`src/rtl/configuration_regbank_pkg.sv`:
```
// cfg_pkg: shared definitions for the configuration register bank.
//   - unlock FSM state encoding (LOCKED/ARMED/OPEN)
//   - default unlock keys
//   - even-parity helper used when CFG_PARITY_EN is defined
package cfg_pkg;

  localparam logic [1:0] LOCKED = 2'd0;
  localparam logic [1:0] ARMED  = 2'd1;
  localparam logic [1:0] OPEN   = 2'd2;

  typedef enum logic [1:0] {
    ST_LOCKED = LOCKED,
    ST_ARMED  = ARMED,
    ST_OPEN   = OPEN
  } state_e;

  localparam logic [7:0] KEY0_DEF = 8'hAA;
  localparam logic [7:0] KEY1_DEF = 8'h55;

  // Parity helper takes a zero-extended word; zero padding does not change
  // the XOR reduction, so any register width up to PAR_MAXW is covered.
  localparam int PAR_MAXW = 64;

  // Even-parity bit: makes the total count of ones (data + bit) even.
  function automatic logic even_par(input logic [PAR_MAXW-1:0] d);
    return ^d;
  endfunction

endpackage

```
`src/rtl/configuration_regbank_unlock_fsm.sv`:
```
// cfg_unlock_fsm: key-sequence unlock detector plus bounded write window.
// Ports:
//   clk      in   system clock
//   rst      in   synchronous active-low reset
//   wstb     in   write strobe
//   dbus     in   write data / key value
//   addr_ok  in   current address is inside the implemented register range
//   wr_ok    out  bank writable this cycle (state is OPEN)
//   unlocked out  registered, high while the FSM is in OPEN
//   seq_err  out  registered one-cycle pulse on a bad key or bad address
module cfg_unlock_fsm
  import cfg_pkg::*;
#(
  parameter int            DW   = 8,
  parameter logic [DW-1:0] KEY0 = KEY0_DEF,
  parameter logic [DW-1:0] KEY1 = KEY1_DEF,
  parameter int            WIN  = 4
) (
  input  logic          clk,
  input  logic          rst,
  input  logic          wstb,
  input  logic [DW-1:0] dbus,
  input  logic          addr_ok,
  output logic          wr_ok,
  output logic          unlocked,
  output logic          seq_err
);

  localparam int CW = $clog2(WIN + 1);

  state_e        state_q, state_d;
  logic [CW-1:0] cnt_q, cnt_d;
  logic          err_d;
  logic          unl_q, serr_q;

  always_ff @(posedge clk) begin
    if (!rst) begin
      state_q <= ST_LOCKED;
      cnt_q   <= '0;
      unl_q   <= 1'b0;
      serr_q  <= 1'b0;
    end else begin
      state_q <= state_d;
      cnt_q   <= cnt_d;
      unl_q   <= (state_d == ST_OPEN);
      serr_q  <= err_d;
    end
  end

  always_comb begin
    state_d = state_q;
    cnt_d   = cnt_q;
    err_d   = 1'b0;
    case (state_q)
      ST_LOCKED: begin
        if (wstb && dbus == KEY0) state_d = ST_ARMED;
      end
      ST_ARMED: begin
        if (wstb) begin
          if (dbus == KEY1) begin
            state_d = ST_OPEN;
            cnt_d   = CW'(WIN);
          end else if (dbus != KEY0) begin
            // KEY0 again simply restarts the sequence; anything else aborts
            state_d = ST_LOCKED;
            err_d   = 1'b1;
          end
        end
      end
      ST_OPEN: begin
        cnt_d = cnt_q - CW'(1);
        if (wstb && !addr_ok) err_d = 1'b1;
        // The edge seeing cnt==1 is still a write edge; it closes the window
        if (cnt_q == CW'(1)) begin
          state_d = ST_LOCKED;
          cnt_d   = '0;
        end
      end
      default: begin
        state_d = ST_LOCKED;
        cnt_d   = '0;
      end
    endcase
  end

  assign wr_ok    = (state_q == ST_OPEN);
  assign unlocked = unl_q;
  assign seq_err  = serr_q;

endmodule

```
`src/rtl/configuration_regbank.sv`:
```
// configuration_regbank: key-protected NREG x DW configuration register bank.
// Unlock with KEY0 then KEY1; the bank then accepts WIN write edges.
// Optional macro CFG_PARITY_EN adds per-register even parity and a sticky PERR.
// Ports:
//   CLK      in   system clock
//   RST      in   synchronous active-low reset
//   WSTB     in   write strobe; ABUS/DBUS only sampled when high
//   ABUS     in   write address
//   DBUS     in   write data / key value
//   RADDR    in   readback address
//   RDATA    out  registered reg[RADDR], 0 for RADDR>=NREG
//   REGS     out  flat live register contents, reg i = [i*DW +: DW]
//   UNLOCKED out  high while the window is open
//   SEQERR   out  one-cycle pulse after a sequence or address error
//   PERR     out  sticky parity error (0 unless CFG_PARITY_EN)
module configuration_regbank
  import cfg_pkg::*;
#(
  parameter int                 DW      = 8,
  parameter int                 AW      = 2,
  parameter int                 NREG    = 4,
  parameter logic [DW-1:0]      KEY0    = KEY0_DEF,
  parameter logic [DW-1:0]      KEY1    = KEY1_DEF,
  parameter int                 WIN     = 4,
  parameter logic [NREG*DW-1:0] RST_VAL = '0
) (
  input  logic               CLK,
  input  logic               RST,
  input  logic               WSTB,
  input  logic [AW-1:0]      ABUS,
  input  logic [DW-1:0]      DBUS,
  input  logic [AW-1:0]      RADDR,
  output logic [DW-1:0]      RDATA,
  output logic [NREG*DW-1:0] REGS,
  output logic               UNLOCKED,
  output logic               SEQERR,
  output logic               PERR
);

  localparam logic [AW:0] NREG_A = (AW + 1)'(NREG);

  logic [NREG-1:0][DW-1:0] regs_q;
  logic [DW-1:0]           rd_mux;
  logic [DW-1:0]           rdata_q;
  logic                    addr_ok, wr_ok, wr_en;

  assign addr_ok = ({1'b0, ABUS} < NREG_A);

  cfg_unlock_fsm #(
    .DW   (DW),
    .KEY0 (KEY0),
    .KEY1 (KEY1),
    .WIN  (WIN)
  ) u_fsm (
    .clk      (CLK),
    .rst      (RST),
    .wstb     (WSTB),
    .dbus     (DBUS),
    .addr_ok  (addr_ok),
    .wr_ok    (wr_ok),
    .unlocked (UNLOCKED),
    .seq_err  (SEQERR)
  );

  assign wr_en = WSTB && wr_ok && addr_ok;

  always_ff @(posedge CLK) begin
    for (int i = 0; i < NREG; i++) begin
      if (!RST)                            regs_q[i] <= RST_VAL[i*DW +: DW];
      else if (wr_en && ABUS == AW'(i))    regs_q[i] <= DBUS;
    end
  end

  // Explicit compare loop keeps the mux in range when NREG < 2**AW
  always_comb begin
    rd_mux = '0;
    for (int i = 0; i < NREG; i++)
      if (RADDR == AW'(i)) rd_mux = regs_q[i];
  end

  // Reads the pre-write value when a write hits the same address this edge
  always_ff @(posedge CLK) begin
    if (!RST) rdata_q <= '0;
    else      rdata_q <= rd_mux;
  end

  assign RDATA = rdata_q;
  assign REGS  = regs_q;

`ifdef CFG_PARITY_EN
  logic [NREG-1:0] par_q;
  logic [NREG-1:0] par_bad;
  logic            perr_q;

  always_comb begin
    par_bad = '0;
    for (int i = 0; i < NREG; i++)
      par_bad[i] = par_q[i] ^ even_par(PAR_MAXW'(regs_q[i]));
  end

  always_ff @(posedge CLK) begin
    if (!RST) begin
      for (int i = 0; i < NREG; i++)
        par_q[i] <= even_par(PAR_MAXW'(RST_VAL[i*DW +: DW]));
      perr_q <= 1'b0;
    end else begin
      for (int i = 0; i < NREG; i++)
        if (wr_en && ABUS == AW'(i)) par_q[i] <= even_par(PAR_MAXW'(DBUS));
      perr_q <= perr_q | (|par_bad);
    end
  end

  assign PERR = perr_q;
`else
  assign PERR = 1'b0;
`endif

endmodule
```
`config.mk`:
```
export PLATFORM = sky130hd
export DESIGN_NAME = configuration_regbank
export DESIGN_NICKNAME = d
export VERILOG_FILES = /design/src/rtl/configuration_regbank_pkg.sv /design/src/rtl/configuration_regbank_unlock_fsm.sv /design/src/rtl/configuration_regbank.sv
export SDC_FILE = /design/constraint.sdc
export NUM_CORES = 1
export LEC_CHECK = 0
export CAP_MARGIN = 20
export CORE_MARGIN = 10
export CORE_UTILIZATION = 45
export DETAILED_ROUTE_END_ITERATION = 12
export DONT_BUFFER_PORTS = 1
export PLACE_DENSITY = 0.61
export SYNTH_ARGS = -nofsm -noshare
export SYNTH_HDL_FRONTEND = slang
export SYNTH_HIERARCHICAL = 1
export SYNTH_SLANG_ARGS = --single-unit
```
`constraint.sdc`:
```
create_clock -name CLK -period 4.3 [get_ports CLK]
set_input_delay 0.86 -clock CLK [delete_from_list [all_inputs] [get_ports CLK]]
set_output_delay 0.86 -clock CLK [all_outputs]
set_load 0.01 [all_outputs]
```
==> impl_metrics.csv <==
group,metric,value,unit
status,status,"finished, final reports clean",
placement,pre_cts_ws,2.36,ns
timing,setup_slack,2.38,ns
clocking,cts_resized,0,
yosys,yosys_register_bits,47,
placement,port_buffers,0,
timing,finClkSkew,0.00478,ns
final_layout,fin_cells,283,
timing,maxSlewViolCount,0,
routing,drt_iter0_markers,93,
worst_setup_path,end_kind,"flip-flop",
yosys,synthAdderAreaFrac,3.39,%
final_layout,final_core_util,48.0,%
power_and_ir_drop,pwr-share-comb,2.5,%
yosys,synthesis.instances,221,
timing,rsz0062_at_grt,"no",
floorplanning,die_area,8120,sq um
power_and_ir_drop,powerDensity,314,nW/um^2
timing,period_needed,1.92,ns
worst_setup_path,r2r_start,"u_fsm/state_q[0]",
yosys,synth-edff-count,0,
yosys,ys_async_sr_fraction,0,%
timing,setup_violations,0,
timing,fin_setup_tns,0,ns
final_layout,antenna_cells,0,
global_route,grt_pass1_vias,1471,
global_route,grt_pass1_wl,8140,microns
clocking,cts_made_buffers,5,
power_and_ir_drop,design_power_total,0.717,mW
clocking,insertion_delay,0.30,ns
global_route,grt_overflow,0,
yosys,synth_ff_type,"dfxtp_1",
yosys,synth_area,2210,sq um
yosys,synth_compound_area_share,8.59,%
timing,whs,0.472,ns
power_and_ir_drop,p_seq_share,60.7,%
final_layout,area_delta_synth_final,3.11,%
floorplanning,core,4750,sq um
power_and_ir_drop,p_clk_share,36.8,%
yosys,netlist.top_cell.by_area,"dfxtp_1",
placement,place_congestion,0.801,
yosys,synth.top_cell.area_share,42.5,%
clocking,post_cts_buffers,0,
worst_setup_path,r2r_slack,2.38,ns
yosys,synthXorXnorAreaFrac,0,%
final_layout,fin_nets,236,
worst_setup_path,r2r-end,"REGS[1]",
yosys,yosysWarnings,6,
clocking,hold_buffers,0,
routing,first_pass_iters,4,
yosys,synthTopCellsByArea,"dfxtp_1 (43%), mux2i_1 (23%), nand2_1 (7.5%), ha_1 (3.4%), o22ai_1 (2.3%)",
global_route,grt_antenna_before_repair,0,
floorplanning,initial_utilization,46.6,%
worst_setup_path,startpoint_type,"flip-flop",
yosys,avgSynthCellArea,10.0,sq um
yosys,yosys.area_share.simple,16.7,%
final_layout,drive_above_1_share,6.02,%
placement,place_hpwl,3850,microns
timing,min_period_over_period,44.7,%
power_and_ir_drop,ir_worst_vdd,0.000132,V
timing,worst_pin_slew,0.727,ns
clocking,clk_pin_slew_worst_paths,0.09,ns
clocking,cts-root-buf,"clkbuf_8",
clocking,clock_sinks,47,
clocking,cts_buffer_depth,2,
worst_setup_path,ff2ff_path_depth,4,
timing,slew_headroom,51.3,%
worst_setup_path,setup.worst_path.start,"u_fsm/state_q[0]",
yosys,netlist-cell-type-count,40,
clocking,cts_tree,"yes",
floorplanning,dieHeight,90.1,microns
yosys,synthMostInstantiatedCell,"mux2i_1",
worst_setup_path,critical_path_class,"reg -> reg",
clocking,htreeDepth,2,
routing,routedWlPerCell,18.4,microns
routing,finalWirelength,5200,microns
worst_setup_path,crit_required,4.52,ns
routing,routed_via_density,5.33,
yosys,ys_seq_area_share,42.5,%
yosys,synth_top_family_by_area,"multiplexers",
yosys,synth.area.mux_share,22.6,%
worst_setup_path,cp_data_arrival_time,2.15,ns
worst_hold_path,hold_class,"reg -> reg",
power_and_ir_drop,swShare,22.3,%
floorplanning,std_cell_rows,25,
timing,finalHoldViolCount,0,
worst_setup_path,cp_max_fo,11,
power_and_ir_drop,p_leak,1.02,nW
final_layout,stdcell_area,2280,sq um
placement,place_inst,275,
global_route,grt.total_usage,12.3,%
placement,placed_area,2200,sq um
power_and_ir_drop,p_switching,0.160,mW
floorplanning,num_io_pins,58,
power_and_ir_drop,p_int,0.557,mW
routing,remaining_drc_errors,0,
timing,fmaxAchievable,520,MHz
job,drv_cap,0,
floorplanning,fp.dieW,90.1,microns
worst_setup_path,cp-endpoint,"REGS[1]",
routing,postRouteAntennaNets,0,
global_route,grt_max_degree,50,
yosys,synth.net_count,242,
routing,vias,1507,
yosys,synth_commonest_cells,"mux2i_1 (50), dfxtp_1 (47), nand2_1 (44)",
layout by cell type (no fill, tap or decap), types with 2 or more instances in the layout:
master	netlist	layout
o31a_1	2	2
ha_1	6	6
clkbuf_8	0	5
nand4b_1	3	3
dfxtp_1	47	47
nand2b_1	2	2
nand2_1	44	44
nand4bb_1	3	3
o22ai_1	8	8
a211o_1	2	2
nor2_1	4	4
a21oi_1	3	3
conb_1	2	2
mux2i_1	50	50
and4bb_1	2	2
and2_1	3	3
inv_1	7	7
o21ai_1	2	2
state kept, by name, summed over array words and instances, names as in the netlist:
| register | flops |
|---|---|
| u_fsm/cnt_q | 3 |
| RDATA | 8 |
| u_fsm/seq_err | 1 |
| REGS | 32 |
| u_fsm/unlocked | 1 |
| u_fsm/state_q | 2 |
power by group through the flow:
stage / registers, mW / clock network [mW] / logic, mW
after global routing: 0.435 / 0.285 / 0.0198
after CTS: 0.435 / 0.270 / 0.0183
after global placement: 0.445 / 0 / 0.0186
final: 0.435 / 0.263 / 0.0183
after floorplan: 0.445 / 0 / 0.0266
after detailed placement: 0.445 / 0 / 0.0184
critical path: stages, from the launching register on:
cell	delay, ns
dfxtp_1	0.36
inv_1	0.10
ha_1	0.39
nand4bb_1	0.66
mux2i_1	0.34
kinds of logic after synthesis:
| group | after synthesis |
|---|---|
| simple gates | 69 |
| mux | 50 |
| flops | 47 |
| compound gates | 26 |
| buf+inv | 21 |
| fa+ha+maj | 6 |
| other cells | 2 |
worst min-delay path by stage:
stage	start	endpoint	slack, ns	cells after the start
2_1_floorplan	u_fsm/cnt_q[1]	u_fsm/cnt_q[1]	0.43	2
3_3_place_gp	u_fsm/cnt_q[1]	u_fsm/cnt_q[1]	0.45	2
3_5_place_dp	u_fsm/cnt_q[1]	u_fsm/cnt_q[1]	0.46	2
4_1_cts	u_fsm/cnt_q[1]	u_fsm/cnt_q[1]	0.47	2
5_1_grt	u_fsm/cnt_q[1]	u_fsm/cnt_q[1]	0.49	2
6_report	u_fsm/cnt_q[1]	u_fsm/cnt_q[1]	0.47	2
routing by layer:
metal	routed length, microns	part of all wire (%)	global-route usage [%]	vias up
li1	-	-	-	754
met1	2280	44	13.6	702
met2	2360	45	19.9	43
met3	501	9.6	6.23	8
met4	64	1.2	4.38	0
met5	0	0	0	-
cell type report:
cell class                 count  area [sq um]
sequential                    47           941
inverter                       8          30.0
clock buffer                   6          72.6
fill                         478          2470
clock inverter                 2          12.5
multi-input combinational    153          1140
tap                           67          83.8
Note: power is estimated with default switching activity, not from simulation.
